`src/rtl/pc_sequencer_if.sv`:
```
// Instruction-memory fetch handshake between pc_sequencer (master) and the memory (slave).
interface pc_sequencer_if;
  logic        imem_req_po;
  logic        imem_valid_pi;
  logic [15:0] imem_data_pi;

  modport master (
    output imem_req_po,
    input  imem_valid_pi,
    input  imem_data_pi
  );

  modport slave (
    input  imem_req_po,
    output imem_valid_pi,
    output imem_data_pi
  );
endinterface

```
`src/rtl/pc_sequencer.sv`:
```
// Fetch/decode/execute control FSM and sole driver of the program counter's control pins.
// Optional fetch watchdog with sticky fault enabled by defining PC_SEQ_TIMEOUT_EN.
module pc_sequencer #(
  parameter logic [3:0] BEQ_OPC = 4'hC,
  parameter logic [3:0] BNE_OPC = 4'hD,
  parameter logic [3:0] JMP_OPC = 4'hE,
  parameter logic [3:0] HLT_OPC = 4'hF
`ifdef PC_SEQ_TIMEOUT_EN
  ,
  parameter int unsigned TIMEOUT_CYCLES = 16
`endif
) (
  input  logic                  clk_pi,
  input  logic                  reset_pi,
  input  logic                  run_pi,
  pc_sequencer_if.master        imem,
  input  logic                  zero_flag_pi,
  input  logic                  exec_done_pi,
  output logic [15:0]           instr_po,
  output logic                  instr_valid_po,
  output logic                  pc_clk_en_po,
  output logic                  pc_reset_po,
  output logic                  branch_taken_po,
  output logic [5:0]            branch_immediate_po,
  output logic                  jump_taken_po,
  output logic [11:0]           jump_immediate_po,
  output logic                  halted_po,
  output logic                  fault_po
);

  typedef enum logic [2:0] {
    CLR,
    FETCH,
    DECODE,
    EXEC,
    UPDATE,
    HALT
  } state_e;

  state_e      state_q, state_d;
  logic [15:0] instr_q, instr_d;
  logic        branch_q, branch_d;
  logic        jump_q, jump_d;
  logic        imem_req;
  logic        timeout_hit;
  logic [3:0]  opcode;

  assign opcode           = instr_q[15:12];
  assign instr_po         = instr_q;
  assign imem.imem_req_po = imem_req;

`ifdef PC_SEQ_TIMEOUT_EN
  localparam int CNT_W = $clog2(TIMEOUT_CYCLES) + 1;

  logic [CNT_W-1:0] cnt_q, cnt_d;
  logic             fault_q, fault_d;

  // The counter restarts on every entry to FETCH because it is held at zero elsewhere.
  always_comb begin
    cnt_d       = '0;
    timeout_hit = 1'b0;
    if (state_q == FETCH) begin
      cnt_d       = cnt_q + CNT_W'(1);
      timeout_hit = !imem.imem_valid_pi && (cnt_q == CNT_W'(TIMEOUT_CYCLES - 1));
    end
    fault_d = fault_q | timeout_hit;
  end

  always_ff @(posedge clk_pi) begin
    if (reset_pi) begin
      cnt_q   <= '0;
      fault_q <= 1'b0;
    end else begin
      cnt_q   <= cnt_d;
      fault_q <= fault_d;
    end
  end

  assign fault_po = fault_q;
`else
  assign timeout_hit = 1'b0;
  assign fault_po    = 1'b0;
`endif

  always_comb begin
    state_d             = state_q;
    instr_d             = instr_q;
    branch_d            = branch_q;
    jump_d              = jump_q;
    imem_req            = 1'b0;
    instr_valid_po      = 1'b0;
    pc_clk_en_po        = 1'b0;
    pc_reset_po         = 1'b0;
    branch_taken_po     = 1'b0;
    branch_immediate_po = '0;
    jump_taken_po       = 1'b0;
    jump_immediate_po   = '0;
    halted_po           = 1'b0;

    case (state_q)
      CLR: begin
        pc_reset_po  = 1'b1;
        pc_clk_en_po = 1'b1;
        state_d      = FETCH;
      end
      FETCH: begin
        imem_req = 1'b1;
        if (imem.imem_valid_pi) begin
          instr_d = imem.imem_data_pi;
          state_d = DECODE;
        end else if (timeout_hit) begin
          state_d = HALT;
        end
      end
      // Decisions are registered so UPDATE never depends on a late zero flag.
      DECODE: begin
        branch_d = 1'b0;
        jump_d   = 1'b0;
        if (opcode == HLT_OPC) begin
          state_d = HALT;
        end else if (opcode == BEQ_OPC) begin
          branch_d = zero_flag_pi;
          state_d  = UPDATE;
        end else if (opcode == BNE_OPC) begin
          branch_d = !zero_flag_pi;
          state_d  = UPDATE;
        end else if (opcode == JMP_OPC) begin
          jump_d  = 1'b1;
          state_d = UPDATE;
        end else begin
          state_d = EXEC;
        end
      end
      EXEC: begin
        instr_valid_po = 1'b1;
        if (exec_done_pi) begin
          state_d = UPDATE;
        end
      end
      UPDATE: begin
        pc_clk_en_po        = 1'b1;
        branch_taken_po     = branch_q;
        jump_taken_po       = jump_q;
        branch_immediate_po = instr_q[5:0];
        jump_immediate_po   = instr_q[11:0];
        branch_d            = 1'b0;
        jump_d              = 1'b0;
        state_d             = FETCH;
      end
      HALT: begin
        halted_po = 1'b1;
        if (run_pi) begin
          state_d = UPDATE;
        end
      end
      default: begin
        state_d = CLR;
      end
    endcase
  end

  always_ff @(posedge clk_pi) begin
    if (reset_pi) begin
      state_q  <= CLR;
      instr_q  <= '0;
      branch_q <= 1'b0;
      jump_q   <= 1'b0;
    end else begin
      state_q  <= state_d;
      instr_q  <= instr_d;
      branch_q <= branch_d;
      jump_q   <= jump_d;
    end
  end

endmodule

```
`src/flat_wrapper.sv`:
```
// flat-port wrapper written by rule: the top's interface ports become plain ports
module pc_sequencer_flat 
#(
  parameter logic [3:0] BEQ_OPC = 4'hC,
  parameter logic [3:0] BNE_OPC = 4'hD,
  parameter logic [3:0] JMP_OPC = 4'hE,
  parameter logic [3:0] HLT_OPC = 4'hF

)
  (clk_pi, reset_pi, run_pi, zero_flag_pi, exec_done_pi, instr_po, instr_valid_po, pc_clk_en_po, pc_reset_po, branch_taken_po, branch_immediate_po, jump_taken_po, jump_immediate_po, halted_po, fault_po, imem_imem_req_po, imem_imem_valid_pi, imem_imem_data_pi);
  pc_sequencer_if imem_i ();
  input  logic clk_pi;
  input  logic reset_pi;
  input  logic run_pi;
  input  logic zero_flag_pi;
  input  logic exec_done_pi;
  output logic [15:0] instr_po;
  output logic instr_valid_po;
  output logic pc_clk_en_po;
  output logic pc_reset_po;
  output logic branch_taken_po;
  output logic [5:0] branch_immediate_po;
  output logic jump_taken_po;
  output logic [11:0] jump_immediate_po;
  output logic halted_po;
  output logic fault_po;
  output wire logic [$bits(imem_i.imem_req_po)-1:0] imem_imem_req_po;
  input wire logic [$bits(imem_i.imem_valid_pi)-1:0] imem_imem_valid_pi;
  input wire logic [$bits(imem_i.imem_data_pi)-1:0] imem_imem_data_pi;
  assign imem_imem_req_po = imem_i.imem_req_po;
  assign imem_i.imem_valid_pi = imem_imem_valid_pi;
  assign imem_i.imem_data_pi = imem_imem_data_pi;
  pc_sequencer #(.BEQ_OPC(BEQ_OPC), .BNE_OPC(BNE_OPC), .JMP_OPC(JMP_OPC), .HLT_OPC(HLT_OPC)) u_core (.clk_pi(clk_pi), .reset_pi(reset_pi), .run_pi(run_pi), .imem(imem_i), .zero_flag_pi(zero_flag_pi), .exec_done_pi(exec_done_pi), .instr_po(instr_po), .instr_valid_po(instr_valid_po), .pc_clk_en_po(pc_clk_en_po), .pc_reset_po(pc_reset_po), .branch_taken_po(branch_taken_po), .branch_immediate_po(branch_immediate_po), .jump_taken_po(jump_taken_po), .jump_immediate_po(jump_immediate_po), .halted_po(halted_po), .fault_po(fault_po));
endmodule
```
`config.mk`:
```
export PLATFORM = sky130hd
export DESIGN_NAME = pc_sequencer_flat
export DESIGN_NICKNAME = d
export VERILOG_FILES = /design/src/rtl/pc_sequencer_if.sv /design/src/rtl/pc_sequencer.sv /design/src/flat_wrapper.sv
export SDC_FILE = /design/constraint.sdc
export NUM_CORES = 1
export LEC_CHECK = 0
export CORE_UTILIZATION = 30
export DETAILED_ROUTE_END_ITERATION = 8
export PLACE_DENSITY = 0.66
export SETUP_SLACK_MARGIN = 0.4
export SLEW_MARGIN = 20
export SYNTH_ARGS = -nofsm -noshare
export SYNTH_HDL_FRONTEND = slang
export SYNTH_SLANG_ARGS = --single-unit
export TNS_END_PERCENT = 50
```
`constraint.sdc`:
```
create_clock -name clk_pi -period 1.6 [get_ports clk_pi]
set_input_delay 0.32 -clock clk_pi [delete_from_list [all_inputs] [get_ports clk_pi]]
set_output_delay 0.32 -clock clk_pi [all_outputs]
set_load 0.02 [all_outputs]
```
==> reports/results.ini, run 1 <==
[pwr]
pwr-share-seq=0.352
p_per_area_mw_per_mm2=965
p_switching_uw=681
switching_share=0.368
internal-power_mw=1.17
pwr-share-comb=0.448
p_clk_frac=0.200
irDropWorstVdd_uv=357
p_leak_nw=0.897
power.total_mw=1.85

[cells_and_area]
final_util=0.553
drive_above_1_share=0.442
layout.cells.non_filler=254
final_cell_mix=39 x buf_4, 27 x nand2_1, 20 x clkdlybuf4s50_1
final_area_mm2=0.00192
diodes=0
synthToLayoutAreaGrowth_pct=70.7
fin_nets=231
final_common_cell=buf_4

[floorplan]
rows=21
die-area_mm2=0.00399
die_w_um=63.2
io_pins=64
coreArea_mm2=0.00347
start_util=0.324
die_h_um=63.2

[placed_design]
pre_cts_slack_ns=-0.123
portBuffers=62
placedCellCount=246
place_area_mm2=0.00188
gp_congestion=0.879
hpwlAfterDp_mm=2.49

[worst_setup_path]
r2r_start=u_core.state_q[2]
startpoint=u_core.state_q[0]
required_ns=1.28
reg2reg_depth=6
cp.arrival_ns=1.23
crit_fanout=10
startpoint_type=register
rrSetupSlack_ns=0.18
critical_path_class=register to output port
endpoint_kind=output port

[cts]
cts_made_buffers=3
cts.sinks=21
path_clk_slew_ns=0.08
clk_latency_ns=0.27
cts_tree=done
ctsHtreeMaxLevel=1
cts_buffer_depth=2
root_buffer=clkbuf_8

[timing]
layout_min_cycle_time_ns=1.55
skew_ns=0.00519
slew_violations=0
rsz0062_at_grt=true
fmax_ghz=0.647
setup_viol=0
finalCritPeriodShare=0.967
tns_ns=0
finalHoldViolCount=0
fin_ws_ns=0.0533
hold-worst-slack_ns=0.478

[grt]
antenna_found_initial=0
grt_max_degree=18
grt_overflow=0
grt_pass1_wl_mm=5.62
grtUsageTotal=0.179
grt_pass1_vias=1227

[routing]
ant_nets=0
first_pass_iters=3
vias=1212
viasPerCell=4.77
wl_mm=3.45
drc=0
wl_per_cell_um=13.6
drt_iter0_markers=57

[yosys]
syn_nets=161
synth_cell_types=36
syn_avg_cell_area_um2=8.08
synthArstFlopShare=0
synth_edf_count=0
yosys_warnings=0
netlist_area_mm2=0.00112
ys_ff_latch=21
netlist_instances=139
synth.yosys.seq_area_share=0.374
synth_flop_cell=dfxtp_1

[hold_path]
hp-start=u_core.instr_po[11]
whs_path_depth=2
hold_class=register to register

[run_status]
outcome=completed

[run]
cap_violations=0

[power groups by stage]
stage / clock [mW] / sequential, mW / combinational [mW]
3_5_place_dp: 0 / 0.660 / 0.830
5_1_grt: 0.390 / 0.661 / 0.883
4_1_cts: 0.380 / 0.651 / 0.791
6_report: 0.370 / 0.652 / 0.829
2_1_floorplan: 0 / 0.706 / 0.423
3_3_place_gp: 0 / 0.658 / 0.808
[Yosys cell counts (2+ instances only)]
cell type,count,area share
nand2_1,33,0.11
dfxtp_1,21,0.37
and3_1,14,0.078
a21oi_2,10,0.078
a21oi_1,8,0.036
buf_4,8,0.053
buf_2,4,0.018
clkbuf_1,3,0.010
nand2_2,3,0.017
o21ai_0,3,0.013
a211oi_1,2,0.013
a31oi_1,2,0.011
nand2b_1,2,0.011
nand4bb_1,2,0.020
nor2_1,2,0.0067
nor2b_1,2,0.011
[critical path: stages (launching register included)]
cell	delay, ns
dfxtp_2	0.35
nor2_4	0.15
buf_12	0.14
and3_4	0.18
buf_4	0.13
[cell families (layout without fill, tap and decap cells)]
kind of cell | count (synthesis) | count (layout) | share of synthesized area
simple gates | 69 | 69 | 0.327
buf+inv | 20 | 89 | 0.120
compound gates | 26 | 26 | 0.159
other cells | 1 | 1 | 0.00334
flops | 21 | 21 | 0.374
xor+xnor | 2 | 2 | 0.0156
[layer usage]
metal  GRT usage  up-vias  routed length, µm
met2       0.337       31               1820
met4      0.0767        0                 55
met3      0.0254        4                129
met5           0        -                  0
met1       0.197      577               1440
li1            -      600                  -
[flip-flops by register name (all words and copies together), names as in the netlist]
register and count:
u_core.jump_q 1, u_core.state_q 3, u_core.branch_q 1, u_core.instr_po 16
[worst paths after layout]
path / to
worst max-delay path: branch_immediate_po[0]
worst min-delay path: u_core.instr_po[11]
worst max register to register: u_core.instr_po[10]
worst min register to register: u_core.instr_po[11]
[repair_timing]
action	CTS	global route
cloned	0	1
buffers inserted	1	2
setup endpoints to repair	58	56
pin swaps	2	7
hold buffers	0	0
hold endpoints to repair	0	0
resized for setup	155	16
[final cells by class]
class,instances,area (µm²)
well taps,46,57.6
clock inverters,1,7.51
multi-input cells,98,656
flip-flops and latches,21,432
inverters,1,3.75
clock buffers,3,41.3
fillers,358,1550
repair buffers,84,721
(Power assumes the default switching activity.)
==> run 2, diff against run 1 <==
==> constraint.sdc (replaced) <==
create_clock -name clk_pi -period 1.8 [get_ports clk_pi]
set_input_delay 0.36 -clock clk_pi [delete_from_list [all_inputs] [get_ports clk_pi]]
set_output_delay 0.36 -clock clk_pi [all_outputs]
set_load 0.02 [all_outputs]
==> run 2 against run 1 <==
  * Flip-flop and latch count stayed put
  * Hold slack worse by 0.0059 ns
  * Via count decreased by 3.3%
  * Cell area rose by 1.3%
  * Global-route usage decreased by 2.0 points
  * Non-clock buffer count shrank 7
  * Sequential share of layout area down 0.29 points
  * Cell count down 2.8%
  * Critical path depth down 3
  * Count of clock-buffer cells in the layout unchanged
  * Largest power group unchanged
  * Critical path type unchanged
  * Largest cell class unchanged
  * Combinational power shrank 12%
  * Worst setup slack better by 0.17 ns
==> reports/results.ini, run 2 (same netlist as run 1, synthesis figures left out) <==
[run_status]
outcome=completed

[cells_and_area]
final_common_cell=nand2_1
final_cell_mix=33 x nand2_1, 30 x buf_4, 22 x clkdlybuf4s50_1
drive_above_1_share=0.368
final_area_mm2=0.00194
largest_reg_flops=16
diodes=0
fill_cells=343
fin_nets=224
synthToLayoutAreaGrowth_pct=72.9

[worst_setup_path]
crit_fanout=3
critical_path_class=register to output port
startpoint_type=register
endpoint_kind=output port
critPathSlowestCell=clkdlybuf4s50_1
slowest_delay_ns=0.61
required_ns=1.44
critPathBufInv=1
startpoint=u_core.instr_po[0]
path_delay_family=buffers and inverters
cp.arrival_ns=1.21
r2r_start=u_core.state_q[0]
worstPathCellList=clkdlybuf4s50_1

[routing]
ant_nets=0
first_pass_iters=4
wl_mm=3.24
vias=1172
drt_iter0_markers=45
wl_per_cell_um=13.1
viasPerCell=4.74
drc=0

[placed_design]
hpwlAfterDp_mm=2.32
gp_congestion=0.781
place_area_mm2=0.00183
portBuffers=62

[timing]
finalHoldViolCount=0
rsz0062_at_grt=true
hold-worst-slack_ns=0.472
fmax_ghz=0.635
skew_ns=0.00430
layout_min_cycle_time_ns=1.57
finalCritPeriodShare=0.874
slew_violations=0
setup_viol=0

[cts]
cts.sinks=21
ctsHtreeMaxLevel=1
cts_made_buffers=3
path_clk_slew_ns=0.07
ctsHoldBuffers=0
root_buffer=clkbuf_8
cts_buffer_depth=2
cts_tree=done
clk_latency_ns=0.26

[pwr]
irDropWorstVdd_uv=562
p_per_area_mw_per_mm2=835
p_leak_nw=0.991

[grt]
grtUsageTotal=0.159
grt_pass1_vias=1103
antenna_found_initial=0
grt_max_degree=25
grt_pass1_wl_mm=5.02
grt_overflow=0

[floorplan]
die_w_um=63.2
rows=21
die_h_um=63.2
die-area_mm2=0.00399
start_util=0.324
io_pins=64
coreArea_mm2=0.00347

[run]
cap_violations=0

[hold_path]
hp-start=u_core.jump_q
hold_class=register to register

-- run 2: cell count changes in the layout (fill, tap and decap cells not counted), moves of 2 or more --
cell	change
nand2_4	-2
buf_12	+2
nand2_1	+6
dlygate4sd2_1	-8
clkdlybuf4s50_1	+2
dlymetal6s2s_1	+10
nand2_2	-4
dfxtp_2	-3
dfxtp_1	+2
buf_4	-9
buf_2	-6
-- run 2: per-layer routing --
layer  routed length [µm]  GRT usage  vias up
li1                     -          -      592
met1                 1370      0.186      542
met2                 1670      0.292       36
met3                  171     0.0326        2
met4                   33     0.0426        0
met5                    0          0        -
-- run 2: worst min-delay path, delay by kind of cell, from the launching register on --
| kind | cells | cell delay [ns] |
|---|---|---|
| flip-flops | 1 | 0.31 |
| AO/OA/AOI/OAI | 2 | 0.12 |
-- run 2: worst paths after layout --
kind | to | cells after the start | slack (ns)
setup / recovery | instr_po[0] | 1 | 0.23
hold reg to reg | u_core.jump_q | 2 | 0.47
setup reg to reg | u_core.state_q[0] | 6 | 0.32
hold / removal | u_core.jump_q | 2 | 0.47
-- run 2: area by class of cell --
type / instances / area [µm²] / area share
clock buffer: 3 / 41.3 / 0.0212
inverter: 1 / 3.75 / 0.00193
sequential: 21 / 432 / 0.222
tap: 46 / 57.6 / 0.0296
timing repair buffer: 77 / 768 / 0.395
multi-input combinational: 98 / 633 / 0.326
clock inverter: 1 / 7.51 / 0.00386
-- run 2: per-stage QoR --
step	cells	total power [mW]	utilization	worst slack, ns	setup TNS, ns
final	247	1.62	0.560	0.226	0
after CTS	243	1.60	0.534	0.141	0
after floorplan	139	1.00	-	0.349	0
after global routing	247	1.70	0.560	0.186	0
after detailed placement	238	1.26	0.529	-0.0585	-0.537
after global placement	238	1.25	0.529	-0.0130	-0.0964
-- run 2: repair_timing --
item	4_1_cts	5_1_grt
setup buffers	1	3
pin swaps	1	1
gates resized for setup	116	34
setup endpoints to repair	41	57
gates cloned	0	1
-- run 2: where the power goes --
part	internal, mW	switching [mW]
clock network	0.156	0.153
registers	0.527	0.0599
logic	0.370	0.357
==> run 3, diff against run 2 <==
--- a/config.mk
+++ b/config.mk
@@ -5,9 +5,12 @@
 export SDC_FILE = /design/constraint.sdc
 export NUM_CORES = 1
 export LEC_CHECK = 0
+export CAP_MARGIN = 30
 export CORE_UTILIZATION = 30
+export CTS_CLUSTER_SIZE = 28
 export DETAILED_ROUTE_END_ITERATION = 8
 export PLACE_DENSITY = 0.66
+export RECOVER_POWER = 50
 export SETUP_SLACK_MARGIN = 0.4
 export SLEW_MARGIN = 20
 export SYNTH_ARGS = -nofsm -noshare
==> run 3 against run 2 <==
  * First-iteration DRC count fell by 16%
  * Die area did not move
  * Register-to-register slack barely moved
  * Maximum frequency fell by 2.9%
  * Sequential power barely moved
  * Highest routed layer unchanged
  * Critical path depth rose by 4
  * Count of clock-buffer cells in the layout did not move
  * Cell area fell by 6.2%
  * Utilization fell by 3.5 points
  * Cell count did not move
  * Largest power group unchanged
  * Via count barely moved
==> reports/results.ini, run 3 (same netlist as run 1, synthesis figures left out) <==
[cells_and_area]
layout.cells.non_filler=247
final_common_cell=nand2_1
final_area_mm2=0.00182
final_cell_mix=33 x nand2_1, 29 x buf_4, 21 x clkdlybuf4s50_1
largest_reg_flops=16
drive_above_1_share=0.348
synthToLayoutAreaGrowth_pct=62.2
fin_nets=224
diodes=0
fill_cells=372
final_util=0.526

[routing]
first_pass_iters=4
wl_mm=3.25
drt_iter0_markers=38
drc=0
ant_nets=0
wl_per_cell_um=13.2
viasPerCell=4.75
vias=1173

[pwr]
irDropWorstVdd_uv=556
p_switching_uw=572
power.total_mw=1.58
internal-power_mw=1.01
p_per_area_mw_per_mm2=867
p_leak_nw=0.754
pwr-share-seq=0.369
switching_share=0.362
pwr-share-comb=0.433
p_clk_frac=0.197

[floorplan]
die_w_um=63.2
rows=21
die-area_mm2=0.00399
io_pins=64
coreArea_mm2=0.00347
die_h_um=63.2
start_util=0.324

[cts]
path_clk_slew_ns=0.08
cts_buffer_depth=2
cts.sinks=21
ctsHoldBuffers=0
root_buffer=clkbuf_8
ctsHtreeMaxLevel=1
cts_made_buffers=3
cts_tree=done
clk_latency_ns=0.26

[hold_path]
whs_path_depth=2
hold_class=register to register

[placed_design]
hpwlAfterDp_mm=2.32
place_area_mm2=0.00183
portBuffers=62
placedCellCount=238
gp_congestion=0.781

[grt]
grtUsageTotal=0.159
grt_pass1_vias=1103
grt_pass1_wl_mm=5.02
grt_max_degree=25
grt_overflow=0
antenna_found_initial=0

[timing]
finalCritPeriodShare=0.900
layout_min_cycle_time_ns=1.62
skew_ns=0.00517
fmax_ghz=0.617
slew_violations=0
setup_viol=0
finalHoldViolCount=0
rsz0062_at_grt=true

[worst_setup_path]
critical_path_class=register to output port
path_common_cell=buf_6
cp.arrival_ns=1.26
endpoint_kind=output port
critPathSlowestCell=dfxtp_1
reg2reg_depth=6
cp.depth=5
critPathBufInv=3
startpoint_type=register
worstPathCellList=buf_6 -> nand2_1 -> or2_4 -> inv_2 -> buf_6
crit_fanout=3
slowest_delay_ns=0.44
required_ns=1.44
path_delay_family=flip-flops

[run]
cap_violations=0

[run_status]
outcome=completed

## run 3: changes by cell type in the layout (fill, tap and decap cells not counted), sizes merged
cell,change
clkbuf,+13
dlymetal6s2s,-12
buf,-1
clkdlybuf4s50,-1
dlygate4sd3,+1
## run 3: metal layers
metal / vias up / GRT usage / part of all wire
met5: - / 0 / 0
met4: 0 / 0.0426 / 0.010
met3: 2 / 0.0326 / 0.045
met2: 34 / 0.292 / 0.52
met1: 548 / 0.186 / 0.43
li1: 589 / - / -
## run 3: repair_timing
action,in CTS,in global routing
pin swaps,1,1
setup endpoints to repair,41,57
resized for setup,116,34
cloned,0,1
setup buffers,1,3
## run 3: worst register-to-register path, delay by kind of cell (launching register included)
family | cells | cell delay [ns]
flip-flops | 1 | 0.37
AND/OR/NAND/NOR | 2 | 0.57
AO/OA/AOI/OAI | 1 | 0.13
buffers and inverters | 3 | 0.37
## run 3: metrics by stage
stage | setup slack [ns] | TNS, ns | hold WS, ns
3_3_place_gp | -0.0130 | -0.0964 | 0.456
6_report | 0.179 | 0 | 0.473
2_1_floorplan | 0.349 | 0 | 0.445
3_5_place_dp | -0.0585 | -0.537 | 0.460
4_1_cts | 0.141 | 0 | 0.473
5_1_grt | 0.119 | 0 | 0.502
## run 3: final timing paths
kind	start	to	slack (ns)
max	u_core.state_q[0]	halted_po	0.18
min	u_core.jump_q	u_core.jump_q	0.47
max reg2reg	u_core.state_q[0]	u_core.state_q[0]	0.31
min reg2reg	u_core.jump_q	u_core.jump_q	0.47
## run 3: final cells by class
cell class	count	area, µm²	area share
clock buffer	3	41.3	0.0226
clock inverter	1	7.51	0.00412
inverter	1	3.75	0.00206
multi-input combinational	98	626	0.343
sequential	21	428	0.235
tap	46	57.6	0.0316
timing repair buffer	77	659	0.362
## run 3: power by group through the flow
stage | logic, mW | clock network [mW] | registers [mW]
after floorplan | 0.376 | 0 | 0.627
after global placement | 0.664 | 0 | 0.587
after detailed placement | 0.672 | 0 | 0.592
after CTS | 0.691 | 0.321 | 0.585
after global routing | 0.733 | 0.332 | 0.592
final | 0.685 | 0.311 | 0.584
